### src/rtl/ps2_host_tx_pkg.sv
// Shared PS/2 host definitions: FSM state encoding, command bytes, timing constants
// and the odd-parity helper used by the transmitter and the keyboard receiver.
package ps2_host_tx_pkg;

    typedef enum logic [2:0] {
        ST_IDLE      = 3'd0,
        ST_INHIBIT   = 3'd1,
        ST_START     = 3'd2,
        ST_DATA      = 3'd3,
        ST_PARITY    = 3'd4,
        ST_STOP      = 3'd5,
        ST_WAIT_IDLE = 3'd6
    } ps2_state_e;

    localparam logic [7:0] PS2_CMD_SET_LED = 8'hED;
    localparam logic [7:0] PS2_CMD_RESET   = 8'hFF;
    localparam logic [7:0] PS2_ACK_BYTE    = 8'hFA;

    localparam int         SYNC_IDLE_COUNT  = 16;
    localparam int         DATA_LEAD_CYCLES = 10;
    localparam logic [1:0] MAX_RETRIES      = 2'd2;

    function automatic logic odd_parity(input logic [7:0] b);
        return ~^b;
    endfunction

endpackage

### src/rtl/ps2_line_sync.sv
// Synchronises the async PS/2 clock and data lines and flags falling edges of the
// synchronised clock; shared by the host transmitter and the keyboard receiver.
module ps2_line_sync #(
    parameter int SYNC_STAGES = 2
) (
    input  logic i_clk,
    input  logic i_rst,
    input  logic i_ps2_clk,
    input  logic i_ps2_data,
    output logic o_clk_sync,
    output logic o_data_sync,
    output logic o_clk_fall
);

    logic [SYNC_STAGES-1:0] r_clk_sh;
    logic [SYNC_STAGES-1:0] r_data_sh;
    logic                   r_clk_prev;

    // Reset to the released (pulled-up) level so no spurious edge follows reset
    always_ff @(posedge i_clk) begin
        if (i_rst) begin
            r_clk_sh   <= {SYNC_STAGES{1'b1}};
            r_data_sh  <= {SYNC_STAGES{1'b1}};
            r_clk_prev <= 1'b1;
        end else begin
            r_clk_sh   <= {r_clk_sh[SYNC_STAGES-2:0], i_ps2_clk};
            r_data_sh  <= {r_data_sh[SYNC_STAGES-2:0], i_ps2_data};
            r_clk_prev <= r_clk_sh[SYNC_STAGES-1];
        end
    end

    assign o_clk_sync  = r_clk_sh[SYNC_STAGES-1];
    assign o_data_sync = r_data_sh[SYNC_STAGES-1];
    assign o_clk_fall  = r_clk_prev & ~r_clk_sh[SYNC_STAGES-1];

endmodule

### src/rtl/ps2_host_tx.sv
// PS/2 host-to-device command transmitter (open-drain clk/data via *_oe).
// Optional macro PS2_TX_RETRY_EN: retry NACK/timeout up to twice before tx_err.
module ps2_host_tx
    import ps2_host_tx_pkg::*;
#(
    parameter int INHIBIT_CYCLES = 12000,
    parameter int TIMEOUT_CYCLES = 2000000,
    parameter int SYNC_STAGES    = 2
) (
    input  logic       clk,
    input  logic       rst,
    input  logic [7:0] tx_data,
    input  logic       tx_valid,
    output logic       tx_ready,
    input  logic       ps2_clk_in,
    input  logic       ps2_data_in,
    output logic       ps2_clk_oe,
    output logic       ps2_data_oe,
    output logic       rx_inhibit,
    output logic       tx_done,
    output logic       tx_err
);

    localparam int TO_W     = $clog2(TIMEOUT_CYCLES + 1);
    localparam int INH_W    = $clog2(INHIBIT_CYCLES + 1);
    localparam int CNT_W    = (INH_W > 5) ? INH_W : 5;
    localparam int DOE_FROM = (INHIBIT_CYCLES > DATA_LEAD_CYCLES) ?
                              (INHIBIT_CYCLES - DATA_LEAD_CYCLES - 1) : 0;

    localparam logic [CNT_W-1:0] INH_LAST      = CNT_W'(INHIBIT_CYCLES - 1);
    localparam logic [CNT_W-1:0] DOE_FROM_C    = CNT_W'(DOE_FROM);
    localparam logic [CNT_W-1:0] IDLE_LAST     = CNT_W'(SYNC_IDLE_COUNT - 1);
    localparam logic [TO_W-1:0]  TO_LAST       = TO_W'(TIMEOUT_CYCLES - 1);
    localparam logic             DOE_AT_ACCEPT = (INHIBIT_CYCLES <= DATA_LEAD_CYCLES) ? 1'b1 : 1'b0;

    ps2_state_e       r_state;
    logic [7:0]       r_byte;
    logic [7:0]       r_shift;
    logic             r_parity;
    logic [2:0]       r_bit_cnt;
    logic [CNT_W-1:0] r_cnt;
    logic [TO_W-1:0]  r_to_cnt;
    logic             r_nack;
    logic             r_clk_oe;
    logic             r_data_oe;
    logic             r_tx_ready;
    logic             r_rx_inhibit;
    logic             r_done;
    logic             r_err;

    logic w_clk_sync;
    logic w_data_sync;
    logic w_clk_fall;
    logic w_framing;
    logic w_timeout;
    logic w_idle_done;
    logic w_fail;
    logic w_can_retry;

    ps2_line_sync #(
        .SYNC_STAGES (SYNC_STAGES)
    ) u_sync (
        .i_clk       (clk),
        .i_rst       (rst),
        .i_ps2_clk   (ps2_clk_in),
        .i_ps2_data  (ps2_data_in),
        .o_clk_sync  (w_clk_sync),
        .o_data_sync (w_data_sync),
        .o_clk_fall  (w_clk_fall)
    );

    assign w_framing   = (r_state == ST_START) || (r_state == ST_DATA) ||
                         (r_state == ST_PARITY) || (r_state == ST_STOP);
    assign w_timeout   = w_framing && (r_to_cnt == TO_LAST);
    assign w_idle_done = (r_state == ST_WAIT_IDLE) && w_clk_sync && w_data_sync &&
                         (r_cnt == IDLE_LAST);
    assign w_fail      = w_timeout || (w_idle_done && r_nack);

`ifdef PS2_TX_RETRY_EN
    logic [1:0] r_retry;

    // Retries consumed on the byte currently in flight
    always_ff @(posedge clk) begin
        if (rst) begin
            r_retry <= 2'd0;
        end else if (r_state == ST_IDLE) begin
            r_retry <= 2'd0;
        end else if (w_fail && w_can_retry) begin
            r_retry <= r_retry + 2'd1;
        end else begin
            r_retry <= r_retry;
        end
    end

    assign w_can_retry = (r_retry < MAX_RETRIES);
`else
    assign w_can_retry = 1'b0;
`endif

    // Transmit FSM; failure (NACK or timeout) takes priority over normal sequencing
    always_ff @(posedge clk) begin
        if (rst) begin
            r_state      <= ST_IDLE;
            r_byte       <= 8'h00;
            r_shift      <= 8'h00;
            r_parity     <= 1'b0;
            r_bit_cnt    <= 3'd0;
            r_cnt        <= '0;
            r_to_cnt     <= '0;
            r_nack       <= 1'b0;
            r_clk_oe     <= 1'b0;
            r_data_oe    <= 1'b0;
            r_tx_ready   <= 1'b1;
            r_rx_inhibit <= 1'b0;
            r_done       <= 1'b0;
            r_err        <= 1'b0;
        end else begin
            r_done <= 1'b0;
            r_err  <= 1'b0;
            if (w_framing) begin
                r_to_cnt <= r_to_cnt + TO_W'(1);
            end else begin
                r_to_cnt <= r_to_cnt;
            end
            if (w_fail) begin
                if (w_can_retry) begin
                    r_state   <= ST_INHIBIT;
                    r_shift   <= r_byte;
                    r_cnt     <= '0;
                    r_clk_oe  <= 1'b1;
                    r_data_oe <= DOE_AT_ACCEPT;
                end else begin
                    r_state      <= ST_IDLE;
                    r_clk_oe     <= 1'b0;
                    r_data_oe    <= 1'b0;
                    r_tx_ready   <= 1'b1;
                    r_rx_inhibit <= 1'b0;
                    r_err        <= 1'b1;
                end
            end else begin
                case (r_state)
                    ST_IDLE: begin
                        if (tx_valid && r_tx_ready) begin
                            r_state      <= ST_INHIBIT;
                            r_byte       <= tx_data;
                            r_shift      <= tx_data;
                            r_parity     <= odd_parity(tx_data);
                            r_cnt        <= '0;
                            r_clk_oe     <= 1'b1;
                            r_data_oe    <= DOE_AT_ACCEPT;
                            r_tx_ready   <= 1'b0;
                            r_rx_inhibit <= 1'b1;
                        end else begin
                            r_clk_oe  <= 1'b0;
                            r_data_oe <= 1'b0;
                        end
                    end
                    ST_INHIBIT: begin
                        if (r_cnt == INH_LAST) begin
                            r_state   <= ST_START;
                            r_clk_oe  <= 1'b0;
                            r_data_oe <= 1'b1;
                            r_to_cnt  <= '0;
                        end else begin
                            r_cnt     <= r_cnt + CNT_W'(1);
                            r_data_oe <= (r_cnt >= DOE_FROM_C);
                        end
                    end
                    ST_START: begin
                        if (w_clk_fall) begin
                            r_state   <= ST_DATA;
                            r_data_oe <= ~r_shift[0];
                            r_shift   <= {1'b0, r_shift[7:1]};
                            r_bit_cnt <= 3'd0;
                        end else begin
                            r_state <= ST_START;
                        end
                    end
                    ST_DATA: begin
                        if (w_clk_fall) begin
                            if (r_bit_cnt == 3'd7) begin
                                r_state   <= ST_PARITY;
                                r_data_oe <= ~r_parity;
                            end else begin
                                r_data_oe <= ~r_shift[0];
                                r_shift   <= {1'b0, r_shift[7:1]};
                                r_bit_cnt <= r_bit_cnt + 3'd1;
                            end
                        end else begin
                            r_state <= ST_DATA;
                        end
                    end
                    ST_PARITY: begin
                        if (w_clk_fall) begin
                            r_state   <= ST_STOP;
                            r_data_oe <= 1'b0;
                        end else begin
                            r_state <= ST_PARITY;
                        end
                    end
                    ST_STOP: begin
                        if (w_clk_fall) begin
                            r_state <= ST_WAIT_IDLE;
                            r_nack  <= w_data_sync;
                            r_cnt   <= '0;
                        end else begin
                            r_state <= ST_STOP;
                        end
                    end
                    ST_WAIT_IDLE: begin
                        if (w_clk_sync && w_data_sync) begin
                            if (r_cnt == IDLE_LAST) begin
                                r_state      <= ST_IDLE;
                                r_tx_ready   <= 1'b1;
                                r_rx_inhibit <= 1'b0;
                                r_done       <= 1'b1;
                            end else begin
                                r_cnt <= r_cnt + CNT_W'(1);
                            end
                        end else begin
                            r_cnt <= '0;
                        end
                    end
                    default: begin
                        r_state      <= ST_IDLE;
                        r_clk_oe     <= 1'b0;
                        r_data_oe    <= 1'b0;
                        r_tx_ready   <= 1'b1;
                        r_rx_inhibit <= 1'b0;
                    end
                endcase
            end
        end
    end

    assign tx_ready    = r_tx_ready;
    assign ps2_clk_oe  = r_clk_oe;
    assign ps2_data_oe = r_data_oe;
    assign rx_inhibit  = r_rx_inhibit;
    assign tx_done     = r_done;
    assign tx_err      = r_err;

endmodule

### config.mk
export PLATFORM = sky130hd
export DESIGN_NAME = ps2_host_tx
export DESIGN_NICKNAME = d
export VERILOG_FILES = /design/src/rtl/ps2_host_tx_pkg.sv /design/src/rtl/ps2_line_sync.sv /design/src/rtl/ps2_host_tx.sv
export SDC_FILE = /design/constraint.sdc
export NUM_CORES = 1
export LEC_CHECK = 0
export BUFFER_PORTS_ARGS = -buffer_cell sky130_fd_sc_hd__buf_2
export CORE_UTILIZATION = 40
export CTS_BUF_LIST = sky130_fd_sc_hd__clkbuf_4
export CTS_CLUSTER_SIZE = 25
export DETAILED_ROUTE_END_ITERATION = 10
export PLACE_DENSITY_LB_ADDON = 0.25
export SYNTH_ARGS = -nofsm -noshare
export SYNTH_HDL_FRONTEND = slang
export SYNTH_SLANG_ARGS = --single-unit
### constraint.sdc
create_clock -name clk -period 2.9 [get_ports clk]
set_input_delay 0.58 -clock clk [delete_from_list [all_inputs] [get_ports clk]]
set_output_delay 0.58 -clock clk [all_outputs]
set_load 0.02 [all_outputs]
==> impl_metrics.env <==
export IMPL_drt_iter0_drc=114
export IMPL_worst_slew_pin_slew_ps=1040
export IMPL_mostFrequentLayoutCell="dfxtp_1"
export IMPL_rsz0062_at_grt="false"
export IMPL_synth_edf_count=0
export IMPL_crit_fanout=8
export IMPL_min_period_over_period_pct=83.5
export IMPL_r2r_slack_ps=480
export IMPL_area_delta_synth_final_pct=10.4
export IMPL_synth_cells=378
export IMPL_numPortBuffers=18
export IMPL_ys_top_cells_by_area="dfxtp_1 (39%), xnor2_1 (8.0%), nor2_1 (6.8%), a21oi_1 (3.3%), nand3_1 (3.0%)"
export IMPL_hold_buffers=0
export IMPL_crit_chain="or4b_4 -> or4_4 -> o22ai_4 -> nand2b_1 -> or2_2"
export IMPL_ys_flop_type="dfxtp_1"
export IMPL_tns_ps=0
export IMPL_min_to="u_sync.r_data_sh[0]"
export IMPL_fmax_ghz=0.413
export IMPL_rr_worst_depth=5
export IMPL_status="finished, final reports clean"
export IMPL_fill_cells=763
export IMPL_nets=416
export IMPL_routedWlPerCell_um=12.6
export IMPL_end_kind="flip-flop"
export IMPL_viasPerCell=5.15
export IMPL_grt_overflow=0
export IMPL_cts_made_buffers=9
export IMPL_cp_num_buf_inv=0
export IMPL_cp_slowest_cell="or4_4"
export IMPL_die_w_um=91.2
export IMPL_initial_core_util_pct=41.2
export IMPL_place_congestion=0.837
export IMPL_slew_violations=0
export IMPL_dr_pass1_iters=5
export IMPL_synth_nets=397
export IMPL_critPathTopFamily="simple AND/OR/NAND/NOR gates"
export IMPL_drv_cap=0
export IMPL_max_vdd_ir_drop_uv=243
export IMPL_core_sq_um=7730
export IMPL_rr_startpoint="r_cnt[3]"
export IMPL_syn_mean_instance_area_sq_um=8.41
export IMPL_power_static_leakage_nw=1.27
export IMPL_setup_violations=0
export IMPL_cp_arrival_ps=2780
export IMPL_post_dp_hpwl_mm=4.41
export IMPL_die_y_um=91.2
export IMPL_cts_resized=0
export IMPL_antennaDiodeCount=0
export IMPL_power_density_nw_per_um2=475
export IMPL_path_class="reg2reg"
export IMPL_synth_seq_area_share_pct=39.0
export IMPL_drc=0
export IMPL_critPathRequiredTime_ps=3260
export IMPL_yosys_warnings=0
export IMPL_hp_class="in2reg"
export IMPL_power_total_mw=1.67
export IMPL_htreeDepth=3
export IMPL_worstHoldStart="ps2_data_in"
export IMPL_period_needed_ps=2420
export IMPL_vias=2591
export IMPL_die_area_sq_um=8310
export IMPL_syn_area_sq_um=3180
export IMPL_synth_top_cell_by_area="dfxtp_1"
export IMPL_cts_buffer_depth=2
export IMPL_antenna_found_initial=0
export IMPL_hold_viol_final=0
export IMPL_ioPinCount=19
export IMPL_clk_pin_slew_ps=100
export IMPL_critPathMaxStageDelay_ps=600
export IMPL_totalWireLength_mm=6.34
export IMPL_drive_gt1_share_pct=16.0
export IMPL_grt_pass1_vias=2373
export IMPL_cts_tree="built"
export IMPL_ctsRootBufferMaster="clkbuf_4"
export IMPL_cts_setup_buffers=0
export IMPL_hold_depth=2
export IMPL_slew_headroom_pct=30.9
export IMPL_crit_path_start_kind="flip-flop"
export IMPL_synth_top_cell_area_share_pct=39.0
export IMPL_fin_worst_skew_ps=21.2
export IMPL_synth_async_reset_ratio_pct=0
export IMPL_grt_pass1_wl_mm=11.1
export IMPL_r2r_end="tx_ready"
export IMPL_clock_sinks=62
export IMPL_detail_route_antenna_nets=0
export IMPL_synth_distinct_cells=50
export IMPL_whs_ps=345
export IMPL_mostFrequentLayoutCells="dfxtp_1 (62), nor2_1 (58), xnor2_1 (29), nand2_1 (25), a21oi_1 (21)"
export IMPL_grt_max_degree=22
export IMPL_num_rows=32
export IMPL_clk_latency_ps=420
export IMPL_synth_ff_latch_count=62
export IMPL_finalCoreUtilization_pct=45.4
export IMPL_grt_util_all_layers_pct=16.6
## report_power, final
group          leakage [nW]  switching [mW]  internal [mW]
Sequential            0.503          0.0200          0.879
Clock                0.0697           0.314          0.262
Combinational         0.697           0.113         0.0782
Total                  1.27           0.447           1.22
## cells by family after synthesis
family	Yosys count	synth area share [%]
mux	9	2.83
buf+inv	29	4.09
xor+xnor	38	10.5
flops	62	39.0
compound gates	56	12.6
fa+ha+maj	6	2.36
simple gates	178	28.6
## worst reg2reg max path, delay by kind of cell (launching register included)
kind	cells	cell delay (ps)
AO/OA/AOI/OAI	1	300
flip-flops	1	430
AND/OR/NAND/NOR	4	1630
## through the flow
stage	worst slack [ps]	cells	instance area, sq um
floorplan	659	378	3180
global placement	496	488	3380
detailed placement	488	488	3380
CTS	468	503	3510
global route	158	503	3510
finish	479	503	3510
## registers in the layout, summed over array words and instances, names as in the netlist
register / cells
r_to_cnt: 21
r_cnt: 14
r_shift: 8
r_bit_cnt: 3
r_state: 3
u_sync.r_clk_sh: 2
u_sync.r_data_sh: 2
ps2_clk_oe: 1
ps2_data_oe: 1
r_nack: 1
r_parity: 1
rx_inhibit: 1
tx_done: 1
tx_err: 1
tx_ready: 1
u_sync.r_clk_prev: 1
## cell usage after synthesis (all sizes together) (2+ instances only)
cell type / count
or4: 2
mux2i: 9
a21oi: 22
dfxtp: 62
clkbuf: 13
a31oi: 2
or3: 5
nor4b: 3
nor3b: 3
and4: 3
a211oi: 7
xor2: 9
nor3: 14
or2: 7
nand4: 7
xnor2: 29
and3: 7
inv: 9
buf: 7
nand3: 19
nor2: 60
nand3b: 3
and2: 4
o21ai: 13
ha: 6
a32oi: 2
nand2b: 6
nand2: 25
nor4: 6
## final cells by class
| class | count | area, sq um | share of cell area (%) |
|---|---|---|---|
| well taps | 102 | 128 | 3.64 |
| inverters | 9 | 33.8 | 0.962 |
| clock buffers | 10 | 75.1 | 2.14 |
| multi-input cells | 287 | 1820 | 51.7 |
| clock inverters | 5 | 51.3 | 1.46 |
| flip-flops and latches | 62 | 1240 | 35.4 |
| repair buffers | 28 | 165 | 4.70 |
## worst max path at each step
stage / startpoint / end / slack, ps / depth (start not counted)
after floorplan: r_cnt[12] / r_shift[1] / 660 / 7
after global placement: r_cnt[12] / tx_ready / 500 / 5
after detailed placement: r_cnt[3] / tx_ready / 490 / 5
after CTS: r_cnt[3] / tx_ready / 470 / 5
after global routing: r_to_cnt[1] / r_cnt[0] / 160 / 7
final: r_cnt[3] / tx_ready / 480 / 5
## routing by layer
metal | track usage (%) | up-vias | share of wire, %
met5 | 0 | - | 0
met4 | 7.54 | 0 | 2.3
met2 | 25.5 | 39 | 45
met1 | 21.6 | 1187 | 49
met3 | 4.52 | 13 | 3.1
li1 | - | 1352 | -
(Power assumes the default switching activity.)
